--- src/rtl/sd_pic_sched.sv ---
// Purpose: schedules the single-block SD reads that copy one picture into SDRAM,
//          re-issuing a sector on error or watchdog expiry and flagging exhaustion.
// Latency: rd_start rises the cycle after wr_ready is seen; 3-cycle turnaround per sector after rd_done.
// Backpressure: no sector is issued while wr_ready is low; abort cancels the load on the next edge.
//
// Ports:
//   SD_clk, rst                    clock and asynchronous active-high reset
//   sdram_init_done, sd_init_done  readiness levels gating load_req
//   load_req, pic_sel              load request pulse and picture index
//   abort                          level; returns the scheduler to IDLE
//   wr_ready                       SDRAM write side can take one sector
//   rd_start, rd_sec               read launch pulse and sector address
//   rd_done, rd_err                read completion / failure pulses
//   load_busy, load_done, load_err, sec_cnt  load status
module sd_pic_sched #(
    parameter logic [31:0] SADDR      = 32'd16448,
    parameter logic [31:0] PIC_STRIDE = 32'd3072,
    parameter logic [11:0] SEC_LENGTH = 12'd3072,
    parameter logic [23:0] TIMEOUT    = 24'd4000000,
    parameter logic [1:0]  MAX_RETRY  = 2'd3
) (
    input  logic        SD_clk,
    input  logic        rst,
    input  logic        sdram_init_done,
    input  logic        sd_init_done,
    input  logic        load_req,
    input  logic [1:0]  pic_sel,
    input  logic        abort,
    input  logic        wr_ready,
    output logic        rd_start,
    output logic [31:0] rd_sec,
    input  logic        rd_done,
    input  logic        rd_err,
    output logic        load_busy,
    output logic        load_done,
    output logic        load_err,
    output logic [11:0] sec_cnt
);

    localparam logic [2:0] IDLE      = 3'd0;
    localparam logic [2:0] WAIT_RDY  = 3'd1;
    localparam logic [2:0] ISSUE     = 3'd2;
    localparam logic [2:0] WAIT_DONE = 3'd3;
    localparam logic [2:0] NEXT      = 3'd4;
    localparam logic [2:0] DONE      = 3'd5;
    localparam logic [2:0] ERROR     = 3'd6;

    logic [2:0]  state;
    logic [2:0]  state_nxt;
    logic [31:0] base;
    logic [1:0]  retry;
    logic [23:0] wdog;
    logic        accept;
    logic        timed_out;
    logic [2:0]  fail_state;

    assign accept     = (state == IDLE) && load_req && sdram_init_done && sd_init_done && !abort;
    assign timed_out  = (wdog == TIMEOUT - 24'd1);
    assign fail_state = (retry < MAX_RETRY) ? ISSUE : ERROR;

    always_comb begin
        state_nxt = state;
        case (state)
            IDLE:      if (accept) state_nxt = WAIT_RDY;
            WAIT_RDY:  if (wr_ready) state_nxt = ISSUE;
            ISSUE:     state_nxt = WAIT_DONE;
            // rd_err beats rd_done, and rd_done beats a coincident timeout.
            WAIT_DONE: begin
                if (rd_err)
                    state_nxt = fail_state;
                else if (rd_done)
                    state_nxt = NEXT;
                else if (timed_out)
                    state_nxt = fail_state;
            end
            NEXT:      state_nxt = (sec_cnt + 12'd1 == SEC_LENGTH) ? DONE : WAIT_RDY;
            DONE:      state_nxt = IDLE;
            ERROR:     state_nxt = IDLE;
            default:   state_nxt = IDLE;
        endcase
        if (abort)
            state_nxt = IDLE;
    end

    // Status outputs are computed from the next state so they are registered
    // yet line up with the state they describe (e.g. rd_start high during ISSUE).
    always_ff @(posedge SD_clk or posedge rst) begin
        if (rst) begin
            state     <= IDLE;
            rd_start  <= 1'b0;
            rd_sec    <= 32'd0;
            load_busy <= 1'b0;
            load_done <= 1'b0;
            load_err  <= 1'b0;
            sec_cnt   <= 12'd0;
            retry     <= 2'd0;
            wdog      <= 24'd0;
            base      <= SADDR;
        end else begin
            state     <= state_nxt;
            rd_start  <= (state_nxt == ISSUE);
            load_done <= (state_nxt == DONE);
            load_busy <= (state_nxt != IDLE) && (state_nxt != DONE) && (state_nxt != ERROR);

            if (accept) begin
                base     <= SADDR + {30'd0, pic_sel} * PIC_STRIDE;
                sec_cnt  <= 12'd0;
                retry    <= 2'd0;
                load_err <= 1'b0;
            end

            // A retry lands here with sec_cnt unchanged, so it reuses the address.
            if (state_nxt == ISSUE)
                rd_sec <= base + {20'd0, sec_cnt};

            if ((state == WAIT_DONE) && (state_nxt == ISSUE))
                retry <= retry + 2'd1;

            if ((state == NEXT) && !abort) begin
                sec_cnt <= sec_cnt + 12'd1;
                retry   <= 2'd0;
            end

            if (state_nxt == ERROR)
                load_err <= 1'b1;

            // The watchdog counts cycles since rd_start: zero in the ISSUE cycle,
            // so reaching TIMEOUT-1 re-issues exactly TIMEOUT cycles after rd_start.
            if (state_nxt == ISSUE)
                wdog <= 24'd0;
            else if ((state == ISSUE) || (state == WAIT_DONE))
                wdog <= wdog + 24'd1;
        end
    end

endmodule

--- config.mk ---
export PLATFORM = sky130hd
export DESIGN_NAME = sd_pic_sched
export DESIGN_NICKNAME = d
export VERILOG_FILES = /design/src/rtl/sd_pic_sched.sv
export SDC_FILE = /design/constraint.sdc
export NUM_CORES = 1
export LEC_CHECK = 0
export ABC_AREA = 1
export CORE_UTILIZATION = 54
export DETAILED_ROUTE_END_ITERATION = 12
export PLACE_DENSITY = 0.79
export SYNTH_ARGS = -nofsm -noshare
export SYNTH_HDL_FRONTEND = slang
export SYNTH_SLANG_ARGS = --single-unit
--- constraint.sdc ---
create_clock -name SD_clk -period 2.63 [get_ports SD_clk]
set_clock_uncertainty 0.2 [all_clocks]
set_input_delay 0.263 -clock SD_clk [delete_from_list [all_inputs] [get_ports SD_clk]]
set_output_delay 0.263 -clock SD_clk [all_outputs]
set_load 0.005 [all_outputs]
==> results of run 1 <==
-- kinds of logic after synthesis --
| kind of cell | after synthesis |
|---|---|
| xor+xnor | 8 |
| flops | 65 |
| fa+ha+maj | 9 |
| compound gates | 42 |
| other cells | 1 |
| simple gates | 278 |
| buf+inv | 108 |
-- Yosys cell counts (9+ instances only) --
cell type / instances / area (µm²)
nand2_1: 144 / 540.5
dfrtp_1: 65 / 1627
nor2_1: 44 / 165.2
inv_1: 65 / 244.0
o21ai_0: 23 / 115.1
nor3_1: 9 / 45.04
nand3_1: 38 / 190.2
inv_2: 17 / 63.81
buf_4: 16 / 120.1
nand3_2: 10 / 100.1
ha_1: 9 / 112.6
nand4_1: 11 / 68.82
-- where the power goes --
group / internal (mW) / switching (mW) / leakage, nW
clock: 0.435 / 0.418 / 0.0912
combinational: 0.307 / 0.254 / 1.30
sequential: 1.15 / 0.128 / 0.880
-- how the worst max path moves through the flow --
stage	cells past startpoint	from	endpoint	slack [ns]
2_1_floorplan	16	sec_cnt[1]	wdog[13]	0.53
3_5_place_dp	11	wdog[0]	rd_sec[14]	0.25
4_1_cts	11	wdog[0]	rd_sec[14]	0.24
3_3_place_gp	9	sd_init_done	rd_sec[6]	0.34
6_report	11	wdog[0]	rd_sec[14]	0.25
5_1_grt	11	wdog[0]	rd_sec[14]	0.04
-- critical path: stages, from the launching register on --
cell and delay (ns):
dfrtp_1 0.40, ha_1 0.22, nand3_1 0.15, nor2_1 0.18, nand3_1 0.18, nand3_1 0.11
nand2_1 0.10, nor2_4 0.15, nand3_2 0.13, buf_4 0.25, nand2_1 0.10, o21ai_0 0.09
-- flip-flops by register name (all words and copies together) (netlist names) --
signal,cells
base,4
rd_sec,16
wdog,24
sec_cnt,12
load_err,1
load_done,1
load_busy,1
rd_start,1
state,3
retry,2
-- through the flow --
| step | setup slack (ns) | instance area [µm²] |
|---|---|---|
| 5_1_grt | 0.04107 | 4509 |
| 4_1_cts | 0.2394 | 4502 |
| 3_3_place_gp | 0.3446 | 4307 |
| 6_report | 0.2457 | 4509 |
| 3_5_place_dp | 0.2549 | 4307 |
| 2_1_floorplan | 0.5289 | 3877 |
-- final cells by class --
type,instances,area (µm²)
Tap cell,96,120.1
Inverter,82,307.8
Clock inverter,7,71.32
Sequential cell,65,1627
Fill cell,583,2322
Multi-Input combinational cell,353,1767
Timing Repair Buffer,50,493.0
Clock buffer,9,123.9
-- metal layers --
layer / global-route usage [%] / up-vias
met3: 3.754 / 18
met1: 31.10 / 1597
met4: 10.61 / 0
met2: 42.14 / 97
met5: 0 / -
li1: - / 1678
==> impl_metrics.env, run 1 <==
export IMPL_die_y_um=86.12
export IMPL_m1WireLength_mm=3.675
export IMPL_clk_latency_ns=0.34
export IMPL_clock_path_buffers=2
export IMPL_routedWlPerCell_um=12.76
export IMPL_clkTransAtPathRegs_ns=0.07
export IMPL_synth_edf_count=0
export IMPL_crit_fanout=31
export IMPL_cp_arrival_ns=2.40
export IMPL_reg2regPathDepth=11
export IMPL_hold_path_class="primary input to asynchronous set/reset pin"
export IMPL_setup_viol=0
export IMPL_die_width_um=86.12
export IMPL_io_pins=59
export IMPL_synth_cells=511
export IMPL_fin_util_pct=66.01
export IMPL_drv_slew=0
export IMPL_crit_required_ns=2.64
export IMPL_synthArstFlopShare_pct=100.0
export IMPL_fmax_mhz=419.4
export IMPL_syn_to_final_growth_pct=18.01
export IMPL_yosys_register_bits=65
export IMPL_status="finished, final reports clean"
export IMPL_grt_pass1_wl_mm=14.35
export IMPL_period_needed_ns=2.384
export IMPL_rows=30
export IMPL_layout_commonest_cell="nand2_1"
export IMPL_p_total_mw=2.696
export IMPL_clockRootBuffer="clkbuf_8"
export IMPL_dr_wl_met2_mm=4.226
export IMPL_routed_wl_mm=8.445
export IMPL_ys_seq_area_share_pct=42.57
export IMPL_final_cell_mix="144 x nand2_1, 65 x dfrtp_1, 64 x inv_1"
export IMPL_setup_tns_ns=0
export IMPL_cp_start_kind="flip-flop"
export IMPL_drt_iter0_drc=251
export IMPL_synth_distinct_cells=34
export IMPL_htree_levels=3
export IMPL_cts_sinks=65
export IMPL_synth_xor_area_share_pct=1.834
export IMPL_fin_crit_sh_pct=90.66
export IMPL_grt_overflow=0
export IMPL_yosysWarnings=0
export IMPL_stdcell_count=662
export IMPL_vdd_drop_max_uv=494.5
export IMPL_synth_avg_cell_area_um2=7.478
export IMPL_finalNetCount=581
export IMPL_cts_hold_buf=0
export IMPL_wl_met3_um=362
export IMPL_syn_area_um2=3821
export IMPL_cellPowerDensity_nw_per_um2=597.8
export IMPL_cts_resized=0
export IMPL_diodes=0
export IMPL_cts_setup_buffers=0
export IMPL_top_layer="met4"
export IMPL_r2r_end="rd_sec[14]"
export IMPL_grt_max_degree=66
export IMPL_maxCapViolCount=0
export IMPL_leakage_nw=2.273
export IMPL_finalHoldViolCount=0
export IMPL_port_buffers=42
export IMPL_criticalPathCategory="flip-flop to flip-flop"
export IMPL_synth_top_family_by_area="simple AND/OR/NAND/NOR gates"
export IMPL_rsz0062_at_grt="false"
export IMPL_rrSetupSlack_ns=0.25
export IMPL_synth_fa_ha_area_share_pct=2.947
export IMPL_start_util_pct=55.93
export IMPL_die_area_um2=7417
export IMPL_drt_first_pass_iters=4
export IMPL_grt_use_total_pct=24.67
export IMPL_fp_coreArea_um2=6832
export IMPL_dpl_cell_count=646
export IMPL_antenna_left=0
export IMPL_antenna_found_initial=0
export IMPL_endpoint_kind="flip-flop"
export IMPL_viasPerCell=5.121
export IMPL_hold_ws_ns=0.09298
export IMPL_yosys_area_share_simple_pct=33.20
export IMPL_vias=3390
export IMPL_synth_mux_area_share_pct=0
export IMPL_dp_hpwl_mm=6.113
export IMPL_remaining_drc_errors=0
export IMPL_grt_pass1_vias=3243
export IMPL_synth_compound_area_share_pct=6.483
export IMPL_drive_above_1_share_pct=12.72
export IMPL_cts_tree="done"
export IMPL_ys_flop_type="dfrtp_1"
export IMPL_cts_made_buffers=9
export IMPL_globalplace_congestion=0.8846
export IMPL_reg2reg_from="wdog[0]"
No activity file was read; power rests on OpenSTA's default activity.
==> run 2: changes to the inputs <==
--- a/config.mk
+++ b/config.mk
@@ -6,9 +6,9 @@
 export NUM_CORES = 1
 export LEC_CHECK = 0
 export ABC_AREA = 1
-export CORE_UTILIZATION = 54
+export CORE_UTILIZATION = 25
 export DETAILED_ROUTE_END_ITERATION = 12
-export PLACE_DENSITY = 0.79
+export PLACE_DENSITY = 0.42
 export SYNTH_ARGS = -nofsm -noshare
 export SYNTH_HDL_FRONTEND = slang
 export SYNTH_SLANG_ARGS = --single-unit
==> run 2 against run 1 <==
Compared with the run above:
- the flow now finishes with violations (DRC)
- largest cell class unchanged
- core utilization is 34 points lower
- sequential power barely moved
- design area grew 5.2%
- wire length rose by 11%
==> impl_metrics.env, run 2 (synthesized netlist as in run 1, its figures left out) <==
export IMPL_remaining_drc_errors=3
export IMPL_cp_arrival_ns=2.38
export IMPL_grt_use_total_pct=12.85
export IMPL_grt_pass1_wl_mm=15.77
export IMPL_dpl_cell_count=738
export IMPL_netSwitchingFraction_pct=26.46
export IMPL_rows=44
export IMPL_final_cell_mix="144 x nand2_1, 65 x dfrtp_1, 64 x inv_1"
export IMPL_cellPowerDensity_nw_per_um2=642.9
export IMPL_drv_slew=0
export IMPL_antenna_found_initial=0
export IMPL_htree_levels=3
export IMPL_grt_overflow=0
export IMPL_drt_iter0_drc=125
export IMPL_routedWlPerCell_um=12.42
export IMPL_finalWorstSetupSlack_ns=0.2821
export IMPL_die_area_um2=15780
export IMPL_reg_largest_list="wdog: 24 flops, rd_sec: 16 flops, sec_cnt: 12 flops"
export IMPL_die_width_um=125.6
export IMPL_clockRootBuffer="clkbuf_16"
export IMPL_dp_hpwl_mm=7.025
export IMPL_clock_path_buffers=2
export IMPL_grt_use_met1_pct=16.16
export IMPL_syn_to_final_growth_pct=24.13
export IMPL_cts_setup_buffers=0
export IMPL_crit_fanout=15
export IMPL_hold_path_class="primary input to asynchronous set/reset pin"
export IMPL_port_buffers=42
export IMPL_vdd_drop_max_uv=259.9
export IMPL_dp_slack_ns=0.2772
export IMPL_grt_pass1_vias=3255
export IMPL_grt_max_degree=31
export IMPL_criticalPathCategory="flip-flop to flip-flop"
export IMPL_power_switching_uw=806.9
export IMPL_p_clk_share_pct=39.6
export IMPL_drt_first_pass_iters=8
export IMPL_clkTransAtPathRegs_ns=0.05
export IMPL_vias=3245
export IMPL_largest_reg_flops=24
export IMPL_io_pins=59
export IMPL_start_util_pct=26.00
export IMPL_internal_power_mw=2.243
export IMPL_regMostFlops="wdog"
export IMPL_setup_viol=0
export IMPL_violations="DRC"
export IMPL_endpoint_kind="flip-flop"
export IMPL_cts_made_buffers=9
export IMPL_antenna_left=0
export IMPL_fmax_mhz=425.9
export IMPL_maxCapViolCount=0
export IMPL_cts_sinks=65
export IMPL_cp_startpoint="sec_cnt[6]"
export IMPL_finalNetCount=585
export IMPL_layout_commonest_cell="nand2_1"
export IMPL_busiest_layer="met2"
export IMPL_period_needed_ns=2.348
export IMPL_stdcell_count=753
export IMPL_combinationalPowerShare_pct=18.5
export IMPL_viasPerCell=4.309
export IMPL_leakage_nw=2.351
export IMPL_setup_tns_ns=0
export IMPL_fin_crit_sh_pct=89.27
export IMPL_p_total_mw=3.049
export IMPL_drive_above_1_share_pct=12.83
export IMPL_cp_start_kind="flip-flop"
export IMPL_cts_resized=0
export IMPL_status="finished, violations left"
export IMPL_use_met3_pct=2.634
export IMPL_globalplace_congestion=0.8027
export IMPL_fp_coreArea_um2=14700
export IMPL_nFillCells=1586
export IMPL_die_y_um=125.6
export IMPL_rsz0062_at_grt="false"
export IMPL_crit_required_ns=2.66
export IMPL_hold_ws_ns=0.09119
export IMPL_finalHoldViolCount=0
export IMPL_sequentialPowerShare_pct=41.9
export IMPL_reg2reg_from="sec_cnt[6]"
export IMPL_routed_wl_mm=9.350
export IMPL_cts_hold_buf=0
export IMPL_clk_latency_ns=0.33
export IMPL_diodes=0
export IMPL_cts_tree="done"
export IMPL_met2_usage_pct=20.85
## run 2: final timing paths
path,slack [ns],depth (start not counted),end
min in group SD_clk,0.28,2,rd_sec[7]
worst max register to register,0.28,13,retry[0]
worst min-delay path,0.09,2,rd_sec[4]
worst max-delay path,0.28,13,retry[0]
max in group asynchronous,1.50,3,wdog[4]
worst min register to register,0.28,2,rd_sec[7]
## run 2: through the flow
stage | cell area [µm²] | util (%)
floorplan | 3877 | -
global placement | 4447 | 30.25
detailed placement | 4447 | 30.25
CTS | 4743 | 32.27
global route | 4743 | 32.27
finish | 4743 | 32.27
## run 2: area by class of cell
cell class / count / area (µm²) / share of cell area, %
Clock inverter: 3 / 40.04 / 0.8441
Timing Repair Buffer: 54 / 523.0 / 11.03
Multi-Input combinational cell: 353 / 1759 / 37.09
Tap cell: 184 / 230.2 / 4.854
Inverter: 82 / 307.8 / 6.489
Sequential cell: 65 / 1627 / 34.29
Clock buffer: 12 / 256.5 / 5.408
## run 2: critical path: stages (launching register included)
cell	delay, ns
dfrtp_1	0.44
ha_1	0.20
inv_1	0.06
nor2_1	0.16
inv_1	0.10
o21bai_1	0.15
nand2_1	0.08
nor2_1	0.08
nand3_1	0.17
nand3_2	0.16
buf_4	0.25
nor2_1	0.08
nand2_1	0.06
nand2_1	0.05
## run 2: routing by layer
metal | share of wire [%] | vias to the layer above
met5 | 0 | -
met4 | 1.9 | 0
li1 | - | 1688
met1 | 48 | 1490
met2 | 46 | 55
met3 | 3.6 | 12
## run 2: power by group through the flow
stage          clock [mW]  sequential (mW)  combinational (mW)
6_report             1.21             1.28               0.565
5_1_grt              1.29             1.30               0.644
4_1_cts              1.25             1.28               0.577
3_5_place_dp            0             1.29               0.570
3_3_place_gp            0             1.30               0.568
2_1_floorplan           0             1.27               0.296
==> run 3: changes to the inputs <==
--- a/config.mk
+++ b/config.mk
@@ -9,6 +9,7 @@
 export CORE_UTILIZATION = 25
 export DETAILED_ROUTE_END_ITERATION = 12
 export PLACE_DENSITY = 0.42
+export SLEW_MARGIN = 20
 export SYNTH_ARGS = -nofsm -noshare
 export SYNTH_HDL_FRONTEND = slang
 export SYNTH_SLANG_ARGS = --single-unit
==> results of run 3 <==
No change in the layout: final DEF, timing and power equal those of run 2.
